<file path="src/rtl/ex_flag_stage.sv">
// Execute-to-memory boundary register: latches ALU result and writeback control,
// holds the architectural NZCV flags, and resolves CBZ/CBNZ/B.cond one cycle after the ALU.
module ex_flag_stage #(
  parameter int WIDTH = 64,
  parameter int REGW  = 5
) (
  input  logic             clk,
  input  logic             reset_n,
  input  logic             valid_in,
  input  logic [WIDTH-1:0] alu_result,
  input  logic             negative,
  input  logic             zero,
  input  logic             overflow,
  input  logic             carry_out,
  input  logic             set_flags,
  input  logic             is_cbz,
  input  logic             is_cbnz,
  input  logic             is_bcond,
  input  logic [3:0]       cond,
  input  logic [REGW-1:0]  rd_in,
  input  logic             reg_write_in,
  input  logic             stall,
  input  logic             flush,
  output logic [WIDTH-1:0] result_q,
  output logic [REGW-1:0]  rd_q,
  output logic             reg_write_q,
  output logic             valid_q,
  output logic             branch_taken_q,
  output logic [3:0]       flags_q
);

  logic capture;
  logic accept;
  logic cond_true;
  logic taken;
  logic flag_n, flag_z, flag_c, flag_v;

  assign capture = !stall;
  assign accept  = capture && valid_in && !flush;
  assign {flag_n, flag_z, flag_c, flag_v} = flags_q;

  // B.cond reads the flags already in the register, never the ones arriving this cycle.
  always_comb begin
    cond_true = 1'b0;
    case (cond)
      4'd0:    cond_true = flag_z;
      4'd1:    cond_true = !flag_z;
      4'd2:    cond_true = flag_c;
      4'd3:    cond_true = !flag_c;
      4'd4:    cond_true = flag_n;
      4'd5:    cond_true = !flag_n;
      4'd6:    cond_true = flag_v;
      4'd7:    cond_true = !flag_v;
      4'd8:    cond_true = flag_c && !flag_z;
      4'd9:    cond_true = !(flag_c && !flag_z);
      4'd10:   cond_true = (flag_n == flag_v);
      4'd11:   cond_true = (flag_n != flag_v);
      4'd12:   cond_true = !flag_z && (flag_n == flag_v);
      4'd13:   cond_true = !(!flag_z && (flag_n == flag_v));
      default: cond_true = 1'b1;
    endcase
  end

  always_comb begin
    taken = 1'b0;
    if (is_cbz)
      taken = zero;
    else if (is_cbnz)
      taken = !zero;
    else if (is_bcond)
      taken = cond_true;
  end

  always_ff @(posedge clk or negedge reset_n) begin
    if (!reset_n) begin
      result_q       <= '0;
      rd_q           <= '0;
      reg_write_q    <= 1'b0;
      valid_q        <= 1'b0;
      branch_taken_q <= 1'b0;
      flags_q        <= 4'b0000;
    end else begin
      if (capture) begin
        valid_q        <= accept;
        result_q       <= alu_result;
        rd_q           <= rd_in;
        reg_write_q    <= accept && reg_write_in;
        branch_taken_q <= accept && taken;
      end else if (flush) begin
        // A flush during a stall kills the held instruction but leaves its data in place.
        valid_q        <= 1'b0;
        reg_write_q    <= 1'b0;
        branch_taken_q <= 1'b0;
      end
      if (accept && set_flags)
        flags_q <= {negative, zero, carry_out, overflow};
    end
  end

endmodule

</file>
<file path="config.mk">
export PLATFORM = sky130hd
export DESIGN_NAME = ex_flag_stage
export DESIGN_NICKNAME = d
export VERILOG_FILES = /design/src/rtl/ex_flag_stage.sv
export SDC_FILE = /design/constraint.sdc
export NUM_CORES = 1
export LEC_CHECK = 0
export BUFFER_PORTS_ARGS = -buffer_cell sky130_fd_sc_hd__buf_2
export CAP_MARGIN = 10
export CORE_ASPECT_RATIO = 0.75
export CORE_UTILIZATION = 45
export DETAILED_ROUTE_END_ITERATION = 16
export GPL_TIMING_DRIVEN = 0
export PLACE_DENSITY = 0.83
export SLEW_MARGIN = 25
export SYNTH_ARGS = -nofsm -noshare
export SYNTH_HDL_FRONTEND = slang
export SYNTH_SLANG_ARGS = --single-unit
</file>
<file path="constraint.sdc">
create_clock -name clk -period 2.4 [get_ports clk]
set_clock_uncertainty 0.15 [all_clocks]
set_input_delay 0.36 -clock clk [delete_from_list [all_inputs] [get_ports clk]]
set_output_delay 0.36 -clock clk [all_outputs]
set_load 0.01 [all_outputs]
</file>
; ---- After elaboration in Yosys (flattened, before gate mapping)
; Index checks and enable logic that the tools add are counted.
[word_totals]
ff_bits = 76
latchBits = 0
mem_bits_rw = 0
romBits = 0
inputBits = 87
elab_cells = 47
mem_count = 0
[classes]
add_sub_neg = 0
mul = 0
n_div = 0
n_lt_le_gt_ge = 0
eq_ne = 16
shifts = 0
mux = 8
bitwise_logic = 0
n_reduce_logical = 17
[op_table]
columns = cell, count
row1 = "4-bit == test, second input constant", 6
row2 = "4-bit by 3-bit == test with 1-bit output, second input constant", 4
row3 = 1-bit one-hot mux with 14 select lines, 1
row4 = 1-bit zero test, 9
row5 = "4-bit by 2-bit == test with 1-bit output, second input constant", 2
row6 = 1-bit logical AND, 7
row7 = 1-bit 2-to-1 mux, 7
row8 = "4-bit by 1-bit == test with 1-bit output, second input constant", 1
row9 = 4-bit zero test, 1
row10 = "2-bit by 1-bit != test with 1-bit output, second input constant", 1
row11 = 1-bit == test, 1
row12 = 1-bit != test, 1

; ---- Depth between registers and ports, before layout
[depth]
word_depth = 9
depth_mapped = 5

; ---- Worst setup path after synthesis
; Ideal clock, no wire load.
[synth_path]
path_kind = reg-to-reg
from = register flags_q[3]
to = register branch_taken_q
setup_ps = 96
arrival_ps = 1467
path_slack_ps = 687
stages_incl_launch_ff = 6
synth_period_minus_slack_ps = 1713
cell_sequence = dfrtp_1 or4b_1 o221ai_1 xor2_1 nand3_1 a311oi_2
[synth_via]
elab_chain_len = 9
word_cells_on_any_way = 11
classes_between = 2 x eq/ne / 5 x mux / 4 x reduce/logical
[synth_rtl]
columns = item, line_no
row1 = from (decl), 29  ; output logic [3:0] flags_q
row2 = from (signal assigned), 96  ; flags_q <= {negative, zero, carry_out, overflow};
row3 = 1-bit == test, "56, 58, 59"
row4 = 1-bit logical AND, "58, 59"
row5 = 1-bit zero test, 59  ; 4'd13: cond_true = !(!flag_z && (flag_n == flag_v));
row6 = 1-bit one-hot mux with 14 select lines *, 45  ; case (cond)
row7 = 1-bit 2-to-1 mux *, 70  ; else if (is_bcond)
row8 = 1-bit 2-to-1 mux *, 68  ; else if (is_cbnz)
row9 = 1-bit 2-to-1 mux *, 66  ; if (is_cbz)
row10 = 1-bit logical AND *, 88  ; branch_taken_q <= accept && taken;
row11 = 1-bit 2-to-1 mux *, 83  ; if (capture) begin
row12 = to (signal assigned), 88
row13 = to (decl), 28  ; output logic branch_taken_q,
; Mark *: on every way between the ends. The rest lies on a longest branch, timed or not.
; A chain may end at the register's enable or synchronous reset.

; ---- Final worst setup path
[layout_path]
from = register flags_q[0]
to = register branch_taken_q
; The elaborated chain is that of the path after synthesis.

==> qor.csv <==
stage,metric,value,unit
power,p_leak,2.051,nW
worst_setup_path,rr_worst_depth,5,
power,pwr-share-clk,30.8,%
timing,slew_headroom,64.86,%
routing,wire_per_inst,13.72,µm
clocking,worstSkewPairLatency,330,ps
die,die_w,96.15,µm
power,power.switching,799.5,µW
clocking,clk_pin_slew,90,ps
power,power_density,699.9,nW/µm²
timing,rsz0062_at_grt,no,
hold_path,holdPathStages,2,
die,die_y,72.61,µm
worst_setup_path,endpoint_kind,flip-flop,
clocking,cts_setup_buffers,0,
layout,nets,456,
timing,slew_viol_final,0,
power,p_int,2.085,mW
worst_setup_path,critPathLaunch,flags_q[0],
clocking,cts_max_path_buffers,2,
timing,finalSetupViolCount,0,
timing,hold_viol,0,
synthesis,syn_inst,194,
hold_path,hold_path_end,result_q[2],
grt,grt_pass1_wl,9867,µm
worst_setup_path,rr_endpoint,branch_taken_q,
synthesis,synth_area,2992,µm²
power,vdd_drop_max,0.3828,mV
grt,overflow,0,
clocking,cts_buffers,9,
layout,drive_above_1_share,54.01,%
power,power_frac_seq,51.5,%
worst_setup_path,r2r_start,flags_q[0],
timing,timing.final.ws_setup,609.7,ps
worst_setup_path,worst_path_largest_cell_delay,510,ps
clocking,cts_root_buf,clkbuf_8,
timing,fmax,558.6,MHz
clocking,cts-htree-levels,3,
timing,period_needed,1790,ps
timing,whs,74.92,ps
layout,antenna-diode-count,0,
synthesis,avgSynthCellArea,15.42,µm²
place,portBuffers,162,
synthesis,yosysWarnings,0,
layout,fill_cells,504,
routing,routed_wl,6241,µm
routing,dr.first_iter.drc_count,73,
worst_setup_path,critical_path_class,flip-flop to flip-flop,
place,gp_congestion,0.7659,
routing,drtAntennaViolNets,0,
clocking,cts_tree,done,
die,io_pins,163,
clocking,cts-hold-fix-buffers,1,
place,pre_cts_ws,485.1,ps
power,swShare,27.72,%
grt,grt_pass1_vias,2211,
die,design.die.area,6981,µm²
worst_setup_path,crit_required,2490,ps
outcome,outcome,"finished, final reports clean",
job,drv_cap,0,
die,num_rows,25,
power,fin_total_pwr,2.885,mW
timing,fin_setup_tns,0,ps
worst_setup_path,critical_path.max_fanout,6,
synthesis,synth_fp_nets,281,
synthesis,ys_types,27,
routing,vias_per_cell,4.829,
power,comb_power_share,17.8,%
hold_path,hp-start,alu_result[2],
worst_setup_path,r2r_setup_slack,610,ps
timing,worst_slew_pin_slew,527.1,ps
place,hpwl,4741,µm
layout,synthToLayoutAreaGrowth,37.77,%
synthesis,yosysSeqAreaShare,63.57,%
clocking,cts_sinks,76,
grt,antenna_found_initial,0,
worst_setup_path,slowest_stage,or4b_1,
hold_path,hp-class,primary input to flip-flop,
worst_setup_path,start_kind,flip-flop,
routing,drt_first_pass_iters,4,
worst_setup_path,worstPathArrival,1880,ps
routing,drt_drc_violations_left,0,
routing,routed-via-count,2197,
grt,grt.total_usage,18.89,%
synthesis,synth-seq-cells,76,
die,core_area,6350,µm²
worst_setup_path,worstPathCellList,or4b_1 -> o221ai_1 -> xor2_1 -> nand3_1 -> a311oi_2,
timing,fin_crit_sh,74.59,%
clocking,ctsResizeCount,0,
grt,grt_max_degree,42,
die,start_util,47.11,%
## critical path: cells and delay by family (launching register included)
| kind | cells | cell delay, ps |
|---|---|---|
| AO/OA/AOI/OAI | 2 | 300 |
| AND/OR/NAND/NOR | 2 | 620 |
| flip-flops | 1 | 460 |
| XOR/XNOR | 1 | 160 |
## stage by stage
stage	cells	instance area, µm²	util (%)
global placement	437	3904	61.48
global route	455	4121	64.91
detailed placement	438	3926	61.83
CTS	455	4121	64.91
finish	455	4121	64.91
floorplan	194	2992	-
## how the worst max path moves through the flow
| stage | slack, ps | endpoint | depth (start not counted) |
|---|---|---|---|
| 2_1_floorplan | 690 | branch_taken_q | 5 |
| 5_1_grt | 510 | branch_taken_q | 5 |
| 4_1_cts | 600 | branch_taken_q | 5 |
| 6_report | 610 | branch_taken_q | 5 |
| 3_5_place_dp | 490 | result_q[56] | 4 |
| 3_3_place_gp | 370 | result_q[34] | 1 |
## flip-flops by register name, summed over array words and instances, names as in the netlist
| register | count |
|---|---|
| result_q | 64 |
| flags_q | 4 |
| reg_write_q | 1 |
| valid_q | 1 |
| branch_taken_q | 1 |
| rd_q | 5 |
## power by group through the flow
| stage | clock network, mW | logic (mW) | registers [mW] |
|---|---|---|---|
| 6_report | 0.888 | 0.513 | 1.48 |
| 4_1_cts | 0.922 | 0.523 | 1.49 |
| 3_3_place_gp | 0 | 0.503 | 1.50 |
| 2_1_floorplan | 0 | 0.180 | 1.57 |
| 5_1_grt | 0.978 | 0.564 | 1.50 |
| 3_5_place_dp | 0 | 0.520 | 1.51 |
## placed cells by master (no fill, tap or decap), types with 2 or more instances in the layout
cell type  netlist  final
clkbuf_8         0     10
mux2_2          14     14
nand3b_1         3      3
xnor2_1          3      3
clkinv_4         0      3
mux2_1          57     57
dfrtp_1         76     76
a21oi_1          4      4
buf_2            6    167
inv_1            3      3
nand2_1          4      4
nor2_1           3      3
o21ai_0          3      3
clkbuf_1         2      2
xor2_1           2      2
## logic make-up (layout without fill, tap and decap cells)
family	after synthesis	after routing	synth area share, %
and+or+nand+nor	17	17	3.346
DFF	76	76	63.57
buffers and inverters	12	192	1.882
muxes	72	72	27.06
xor gates and xnor gates	5	5	1.464
AOI/OAI and AO/OA	12	12	2.676
## cell usage after synthesis (all sizes together)
| library cell | instances | share of area [%] |
|---|---|---|
| buf | 6 | 1.0 |
| a22oi | 1 | 0.25 |
| nor2b | 1 | 0.29 |
| inv | 3 | 0.38 |
| nor2 | 3 | 0.38 |
| o221ai | 1 | 0.29 |
| nand3b | 3 | 0.75 |
| a21oi | 4 | 0.67 |
| mux2i | 1 | 0.33 |
| nor3b | 1 | 0.25 |
| nand3 | 1 | 0.17 |
| o2111ai | 1 | 0.29 |
| nand2 | 4 | 0.50 |
| nand2b | 1 | 0.21 |
| xor2 | 2 | 0.59 |
| o21ai | 4 | 0.67 |
| or4b | 1 | 0.33 |
| and3b | 1 | 0.29 |
| mux2 | 71 | 27 |
| xnor2 | 3 | 0.88 |
| a311oi | 1 | 0.50 |
| dfrtp | 76 | 64 |
| clkbuf | 3 | 0.50 |
| nor3 | 1 | 0.17 |
## area by class of cell
class,instances,area (µm²),area share [%]
sequential,76,1902,46.14
tap,81,101.3,2.459
buffer,9,45.04,1.093
inverter,3,11.26,0.2732
timing repair buffer,164,843.3,20.46
clock buffer,10,137.6,3.339
clock inverter,6,47.55,1.154
multi-input combinational,106,1033,25.08
## routing by layer
layer  vias up  routed length [µm]  track usage, %
li1       1037                   -               -
met1      1042                2600           22.06
met2       108                2953           31.36
met3        10                 599           7.708
met4         0                  88           6.965
met5         -                   0               0
Power figures use the tool's default switching activity.
